<file path="src/rtl/px_array_pkg.sv">
`default_nettype none
// ============================================================================
//  Module      : px_array_pkg
//  Description : Shared types and helper functions for the pixel-array ADC.
//  Revision    : 1.0  initial release
// ============================================================================
package px_array_pkg;

    // Frame sequencer states
    typedef enum logic [2:0] {
        S_IDLE    = 3'd0,
        S_ERASE   = 3'd1,
        S_EXPOSE  = 3'd2,
        S_CONVERT = 3'd3,
        S_READOUT = 3'd4
    } px_state_t;

    // Subtract that floors at zero instead of wrapping
    function automatic logic [31:0] sat_sub(input logic [31:0] a, input logic [31:0] b);
        return (a > b) ? (a - b) : 32'd0;
    endfunction

    // Number of CONVERT cycles needed for the ramp to reach full scale
    function automatic int unsigned conv_cycles(input int unsigned vrst, input int unsigned step);
        return (vrst + step - 1) / step + 1;
    endfunction

endpackage
`default_nettype wire

</file>
<file path="src/rtl/px_channel.sv">
`default_nettype none
// ============================================================================
//  Module      : px_channel
//  Description : One pixel: integrating node, single-slope comparator latch
//                and stored conversion code.
//  Revision    : 1.0  initial release
// ============================================================================
module px_channel
    import px_array_pkg::*;
#(
    parameter int ADC_W   = 8,
    parameter int LIGHT_W = 4
) (
    input  logic               clk,
    input  logic               rst,
    input  logic               i_erase,
    input  logic               i_expose,
    input  logic               i_convert,
    input  logic [LIGHT_W-1:0] i_light,
    input  logic [ADC_W-1:0]   i_ramp,
    output logic [ADC_W-1:0]   o_code,
    output logic [ADC_W-1:0]   o_code_next
);

    localparam logic [ADC_W-1:0] c_VRST_CODE = '1;

    logic [ADC_W-1:0] r_node_q, w_node_d;
    logic [ADC_W-1:0] r_code_q, w_code_d;
    logic             r_latched_q, w_latched_d;

    // Next-state of node/code/latch for the current phase strobe
    always_comb begin
        w_node_d    = r_node_q;
        w_code_d    = r_code_q;
        w_latched_d = r_latched_q;
        if (i_erase) begin
            w_node_d    = c_VRST_CODE;
            w_code_d    = '0;
            w_latched_d = 1'b0;
        end else if (i_expose) begin
            w_node_d = ADC_W'(sat_sub(32'(r_node_q), 32'(i_light)));
        end else if (i_convert) begin
            // First ramp value at or above the node voltage is the code
            if (!r_latched_q && (i_ramp >= r_node_q)) begin
                w_code_d    = i_ramp;
                w_latched_d = 1'b1;
            end
        end
    end

    // Pixel state registers
    always_ff @(posedge clk) begin
        if (rst) begin
            r_node_q    <= '0;
            r_code_q    <= '0;
            r_latched_q <= 1'b0;
        end else begin
            r_node_q    <= w_node_d;
            r_code_q    <= w_code_d;
            r_latched_q <= w_latched_d;
        end
    end

    assign o_code      = r_code_q;
    // Lets the readout register load a code that latches on the final ramp step
    assign o_code_next = w_code_d;

endmodule
`default_nettype wire

</file>
<file path="src/rtl/px_array_adc.sv">
`default_nettype none
// ============================================================================
//  Module      : px_array_adc
//  Description : Multi-pixel sensor model with shared single-slope ramp ADC
//                and valid/ready sequential readout.
//  Revision    : 1.0  initial release
// ============================================================================
module px_array_adc
    import px_array_pkg::*;
#(
    parameter  int N_PX      = 4,
    parameter  int ADC_W     = 8,
    parameter  int LIGHT_W   = 4,
    parameter  int RAMP_STEP = 1,
    parameter  int EXP_W     = 16,
    localparam int C_IDX_W   = (N_PX > 1) ? $clog2(N_PX) : 1
) (
    input  logic                    CLK,
    input  logic                    RESET,
    input  logic                    START,
    input  logic [EXP_W-1:0]        EXPOSE_CYCLES,
    input  logic [N_PX*LIGHT_W-1:0] PX_LIGHT,
    output logic [ADC_W-1:0]        DATA,
    output logic [C_IDX_W-1:0]      DATA_IDX,
    output logic                    DATA_VALID,
    input  logic                    DATA_READY,
    output logic                    BUSY,
    output logic                    DONE
);

    localparam logic [ADC_W-1:0]   c_VRST_CODE = '1;
    localparam logic [C_IDX_W-1:0] c_LAST_IDX  = C_IDX_W'(N_PX - 1);

    px_state_t          r_state_q, w_state_d;
    logic [EXP_W-1:0]   r_exp_len_q, w_exp_len_d;
    logic [EXP_W-1:0]   r_exp_cnt_q, w_exp_cnt_d;
    logic [ADC_W-1:0]   r_ramp_q, w_ramp_d;
    logic [C_IDX_W-1:0] r_idx_q, w_idx_d;
    logic [ADC_W-1:0]   r_data_q, w_data_d;
    logic               r_valid_q, w_valid_d;
    logic               r_busy_q, w_busy_d;
    logic               r_done_q, w_done_d;

    logic [ADC_W-1:0]   w_code [N_PX];
    logic [ADC_W-1:0]   w_code_next [N_PX];
    logic [ADC_W:0]     w_ramp_sum;
    logic [ADC_W-1:0]   w_ramp_adv;
    logic [C_IDX_W-1:0] w_idx_inc;

    genvar gi;
    generate
        for (gi = 0; gi < N_PX; gi++) begin : g_px
            px_channel #(
                .ADC_W   (ADC_W),
                .LIGHT_W (LIGHT_W)
            ) u_ch (
                .clk         (CLK),
                .rst         (RESET),
                .i_erase     (r_state_q == S_ERASE),
                .i_expose    (r_state_q == S_EXPOSE),
                .i_convert   (r_state_q == S_CONVERT),
                .i_light     (PX_LIGHT[gi*LIGHT_W +: LIGHT_W]),
                .i_ramp      (r_ramp_q),
                .o_code      (w_code[gi]),
                .o_code_next (w_code_next[gi])
            );
        end
    endgenerate

    // Ramp advance clamped at full scale; readout index increment
    always_comb begin
        w_ramp_sum = {1'b0, r_ramp_q} + (ADC_W+1)'(RAMP_STEP);
        w_ramp_adv = (w_ramp_sum > {1'b0, c_VRST_CODE}) ? c_VRST_CODE : w_ramp_sum[ADC_W-1:0];
        w_idx_inc  = r_idx_q + 1'b1;
    end

    // Frame sequencer and registered output next-state
    always_comb begin
        w_state_d   = r_state_q;
        w_exp_len_d = r_exp_len_q;
        w_exp_cnt_d = r_exp_cnt_q;
        w_ramp_d    = '0;
        w_idx_d     = r_idx_q;
        w_data_d    = r_data_q;
        w_valid_d   = 1'b0;
        w_done_d    = 1'b0;
        case (r_state_q)
            S_IDLE: begin
                if (START) begin
                    w_state_d   = S_ERASE;
                    w_exp_len_d = EXPOSE_CYCLES;
                end
            end
            S_ERASE: begin
                w_exp_cnt_d = '0;
                w_state_d   = (r_exp_len_q == '0) ? S_CONVERT : S_EXPOSE;
            end
            S_EXPOSE: begin
                w_exp_cnt_d = r_exp_cnt_q + 1'b1;
                if (w_exp_cnt_d == r_exp_len_q) begin
                    w_state_d = S_CONVERT;
                end
            end
            S_CONVERT: begin
                if (r_ramp_q == c_VRST_CODE) begin
                    w_state_d = S_READOUT;
                    w_idx_d   = '0;
                    w_valid_d = 1'b1;
                    w_data_d  = w_code_next[0];
                end else begin
                    w_ramp_d = w_ramp_adv;
                end
            end
            S_READOUT: begin
                w_valid_d = 1'b1;
                if (DATA_READY) begin
                    if (r_idx_q == c_LAST_IDX) begin
                        w_state_d = S_IDLE;
                        w_done_d  = 1'b1;
                        w_valid_d = 1'b0;
                        w_idx_d   = '0;
                        w_data_d  = '0;
                    end else begin
                        w_idx_d  = w_idx_inc;
                        w_data_d = w_code[w_idx_inc];
                    end
                end
            end
            default: w_state_d = S_IDLE;
        endcase
        w_busy_d = (w_state_d != S_IDLE);
    end

    // Sequencer and output registers
    always_ff @(posedge CLK) begin
        if (RESET) begin
            r_state_q   <= S_IDLE;
            r_exp_len_q <= '0;
            r_exp_cnt_q <= '0;
            r_ramp_q    <= '0;
            r_idx_q     <= '0;
            r_data_q    <= '0;
            r_valid_q   <= 1'b0;
            r_busy_q    <= 1'b0;
            r_done_q    <= 1'b0;
        end else begin
            r_state_q   <= w_state_d;
            r_exp_len_q <= w_exp_len_d;
            r_exp_cnt_q <= w_exp_cnt_d;
            r_ramp_q    <= w_ramp_d;
            r_idx_q     <= w_idx_d;
            r_data_q    <= w_data_d;
            r_valid_q   <= w_valid_d;
            r_busy_q    <= w_busy_d;
            r_done_q    <= w_done_d;
        end
    end

    assign DATA       = r_data_q;
    assign DATA_IDX   = r_idx_q;
    assign DATA_VALID = r_valid_q;
    assign BUSY       = r_busy_q;
    assign DONE       = r_done_q;

endmodule
`default_nettype wire

</file>
<file path="config.mk">
export PLATFORM = sky130hd
export DESIGN_NAME = px_array_adc
export DESIGN_NICKNAME = d
export VERILOG_FILES = /design/src/rtl/px_array_pkg.sv /design/src/rtl/px_channel.sv /design/src/rtl/px_array_adc.sv
export SDC_FILE = /design/constraint.sdc
export NUM_CORES = 1
export LEC_CHECK = 0
export CAP_MARGIN = 0
export CORE_MARGIN = 3
export CORE_UTILIZATION = 40
export CTS_CLUSTER_DIAMETER = 60
export CTS_CLUSTER_SIZE = 24
export DETAILED_ROUTE_END_ITERATION = 8
export PLACE_DENSITY = 0.69
export SETUP_SLACK_MARGIN = 0.5
export SLEW_MARGIN = 20
export SYNTH_ARGS = -nofsm -noshare
export SYNTH_HDL_FRONTEND = slang
export SYNTH_SLANG_ARGS = --single-unit
</file>
<file path="constraint.sdc">
create_clock -name CLK -period 3.45 [get_ports CLK]
set_input_delay 0.69 -clock CLK [delete_from_list [all_inputs] [get_ports CLK]]
set_output_delay 0.69 -clock CLK [all_outputs]
set_load 0.005 [all_outputs]
</file>
==> impl_results.rst <==
.. list-table::
   :header-rows: 1

   * - Metric
     - Value
   * - Run status
     - finished, final reports clean
   * - Area of the placeable core
     - ~0.017 mm^2
   * - Final worst-path setup slack
     - around 680 ps
   * - Mapped Cells
     - between 800 and 900
   * - Global Route met1 Usage
     - 24.8%
   * - VDD IR max
     - about 420 uV
   * - Total clock sinks
     - roughly 120
   * - Synthesized area
     - ~0.0072 mm^2
   * - Final estimated routing congestion in global placement
     - about 0.87
   * - Vertical die dimension
     - approximately 140 um
   * - CP required
     - between 3000 and 4000 ps
   * - Final setup vio count
     - 0
   * - Max Fanout on Critical Path
     - 3
   * - Final count of hold timing violations
     - 0
   * - Post-CTS sizing
     - 0
   * - Horizontal die dimension
     - ~140 um
   * - Top cells by area in the synthesized netlist
     - dfxtp_1 35%, ha_1 9.1%, a21oi_1 6.8%
   * - Number of different library cells in the post-synthesis netlist
     - a little under 60
   * - Cell type with the largest total area after synthesis
     - dfxtp_1
   * - Area share of the leading cell type in the synthesized netlist
     - between 30% and 40%
   * - First-pass DRT Iterations
     - 5
   * - Clk buf depth
     - 2
   * - Met3 usage
     - about 3.6%
   * - Worst Reg-to-Reg Cells
     - 9
   * - Worst setup path class
     - in2reg
   * - Share of flip-flops with an asynchronous set or reset
     - 0%
   * - Port Buffer Count
     - 48
   * - Total leakage power
     - between 3 and 4 nW
   * - Initial standard-cell utilization of the core
     - 41.3%
   * - Worst slew margin relative to its limit
     - ~54%
   * - Post-Syn Nets
     - roughly 970
   * - Number of design rule violations left after detail routing
     - 0
   * - Power Dens Cells
     - ~490 mW/mm^2
   * - Cell chain of the critical path
     - clkdlybuf4s50_1, inv_1, ha_1, a21o_1, a21o_1, a211o_1, or4_1, or3_1, a31oi_1
   * - Synth Register Bits
     - 124
   * - Wire length of the first global-routing pass
     - approximately 29,000 um
   * - Fraction of layout cells with a size suffix above 1
     - ~8.2%
   * - Startpoint types
     - primary input
   * - Synth warn
     - 0
   * - Number of synthesized flops with an enable pin
     - 0
   * - Number of cells after detailed placement
     - around 1,100
   * - Sequential element share of the synthesized area
     - about a third
   * - Synthesis-to-layout area growth
     - 18.4%
   * - Number of clock buffers inserted by TritonCTS
     - 17
   * - RSZ-0062 raised after global routing
     - false
   * - Maximum number of pins on one net before global-route repair
     - 42
   * - Total Routed Length
     - between 15,000 and 20,000 um
   * - Power consumption
     - 4.15 mW
   * - Hold/Removal Path Class
     - reg2reg
   * - Hold path depth
     - 2
   * - Final sum of negative setup slack
     - 0 ps
   * - Post-detailed-route count of antenna-violating nets
     - 0
   * - Final Net Count
     - ~1,000
   * - Initial detailed-routing violation count
     - 400
   * - Die area
     - 0.0196 mm^2
   * - GRT busiest layer
     - met2
   * - DR WL/cell
     - 14.8 um
   * - Worst Clk Skew
     - between 10 and 15 ps
   * - Max Slew Vio Count
     - 0
   * - Post-CTS Setup Repair Bufs
     - 0
   * - Post-route minimum period
     - around 2800 ps
   * - Arrival time worst endpoint
     - between 3000 and 4000 ps
   * - Number of antenna violations at the first check in global routing
     - 1
   * - Final HPWL from detailed placement
     - 12,100 um
   * - Clock edge transition at the registers on the reported setup and hold paths
     - 60 ps
   * - Non-filler instance count after layout
     - ~1,200
   * - Transition time of the tightest slew-check pin
     - ~700 ps
   * - Most used cell along the critical path
     - a21o_1
   * - Reported max-cap violation count
     - 0
   * - Clock insertion delay at the later pin of the skew report
     - 420 ps
   * - Row Count
     - 48
   * - Number of H-tree levels
     - 4
   * - Highest-delay cell along the critical path
     - clkdlybuf4s50_1
   * - Critical Path Sink Type
     - flip-flop
   * - Main flop type after synthesis
     - dfxtp_1
   * - TritonCTS clock tree
     - built
   * - Ratio of final minimum period to clock period
     - 80.2%
   * - Clock tree root driver cell
     - clkbuf_16
   * - Pre-CTS setup slack
     - 277 ps
   * - Global Route Usage Sum
     - around 18%
   * - Hold-fix buffer count after cts
     - 0
   * - Crit path largest cell delay
     - between 400 and 500 ps
   * - GR met2 Demand/Resource
     - ~28%
   * - Mean area per synthesized cell
     - ~8.1 um^2
   * - Io pins
     - between 40 and 50
   * - Via count normalized by instance count
     - around 5.4
   * - Via total after detailed routing
     - 6,264
   * - Peak clock frequency supported by timing
     - 362 MHz
   * - GR Overflow Total
     - 0
   * - Vias in the first global route
     - 5,932
==> power breakdown <==
part           switching (mW)  internal, mW
Combinational           0.446         0.347
Sequential             0.0860          1.51
Clock                   0.678          1.08
Total                    1.21          2.94
==> critical path, delay by kind of cell <==
| family | cells | cell delay [ps] |
|---|---|---|
| adder cells (fa/ha/maj) | 1 | 310 |
| AND/OR/NAND/NOR | 2 | 740 |
| buffers and inverters | 2 | 530 |
| AO/OA/AOI/OAI | 4 | 850 |
==> layer usage <==
layer / part of all wire (%) / routed length [um] / vias up
li1: - / - / 3236
met1: 50 / 8620 / 2888
met2: 45 / 7690 / 119
met3: 3.6 / 620 / 21
met4: 1.3 / 229 / 0
met5: 0 / 0 / -
==> cells in the final DEF (no fill, tap or decap), drive strengths merged, types with 3 or more instances in the layout <==
cell           Yosys  layout
a211oi             3       3
a21o              19      19
a21oi             97      97
a22oi              5       5
a2bb2oi            4       4
a311oi            10      10
a31oi             27      27
and3              18      18
buf                4      21
clkbuf            46      19
clkdlybuf4s50      0      47
clkinv             0       6
clkinvlp           0       3
dfxtp            124     124
fa                 4       4
ha                52      52
inv               55      57
mux2i             25      25
mux4               8       8
nand2            111     111
nand2b             9       9
nand3             19      19
nand4             13      13
nor2              61      61
nor2b             10      10
nor3              26      26
nor3b              3       3
nor4               6       6
o211ai             4       4
o21a               5       5
o21ai             37      37
o41ai              3       3
or3               11      11
or4                9       9
xnor2             22      22
xor2              10      10
==> cell usage after synthesis (19+ instances only) <==
cell type,count
a31oi_1,27
ha_1,52
a21oi_1,97
nor3_1,26
dfxtp_1,124
nand2_1,111
mux2i_1,25
nand3_1,19
nor2_1,61
xnor2_1,22
a21o_1,19
inv_1,55
o21ai_0,37
clkbuf_1,46
==> area by class of cell <==
| type | instances | area, um^2 |
|---|---|---|
| Tap cell | 225 | 282 |
| Sequential cell | 124 | 2480 |
| Clock inverter | 13 | 141 |
| Inverter | 55 | 206 |
| Fill cell | 1660 | 8910 |
| Timing Repair Buffer | 68 | 626 |
| Clock buffer | 19 | 443 |
| Multi-Input combinational cell | 653 | 4320 |
| Antenna cell | 1 | 2.50 |
==> flip-flops by register name, summed over array words and instances (netlist names), 2 cells and up <==
| signal | cells |
|---|---|
| g_px.u_ch.o_code | 32 |
| g_px.u_ch.r_node_q | 32 |
| r_exp_cnt_q | 16 |
| r_exp_len_q | 16 |
| DATA | 8 |
| r_ramp_q | 8 |
| g_px.u_ch.r_latched_q | 4 |
| r_state_q | 3 |
| DATA_IDX | 2 |
==> final timing paths <==
kind / from / end / slack [ps]
worst min register to register: g_px[3].u_ch.r_latched_q$_SDFFE_PP0P_ / g_px[3].u_ch.r_latched_q$_SDFFE_PP0P_ / 450
worst max register to register: r_ramp_q[0]$_SDFF_PP0_ / g_px[2].u_ch.r_latched_q$_SDFFE_PP0P_ / 840
worst max-delay path: PX_LIGHT[1] / g_px[0].u_ch.r_node_q[7]$_SDFFE_PP0P_ / 680
worst min-delay path: g_px[3].u_ch.r_latched_q$_SDFFE_PP0P_ / g_px[3].u_ch.r_latched_q$_SDFFE_PP0P_ / 450
==> through the flow <==
stage / utilization, % / area (um^2) / hold WS, ps
floorplan: - / 7190 / 424
global placement: 45.5 / 7920 / 437
detailed placement: 45.5 / 7920 / 443
CTS: 48.8 / 8500 / 452
global route: 48.8 / 8510 / 469
finish: 48.8 / 8510 / 450
==> logic make-up (layout without fill, tap and decap cells) <==
| kind of cell | Yosys count | count (layout) | share of synthesized area [%] |
|---|---|---|---|
| adders and majority gates | 56 | 56 | 10.2 |
| buffers and inverters | 105 | 155 | 5.66 |
| xor gates and xnor gates | 32 | 32 | 3.90 |
| muxes | 34 | 34 | 6.15 |
| DFF | 124 | 124 | 34.5 |
| other | 0 | 1 | 0 |
| AOI/OAI and AO/OA | 225 | 225 | 18.9 |
| and+or+nand+nor | 306 | 306 | 20.7 |
Power figures use the tool's default switching activity.
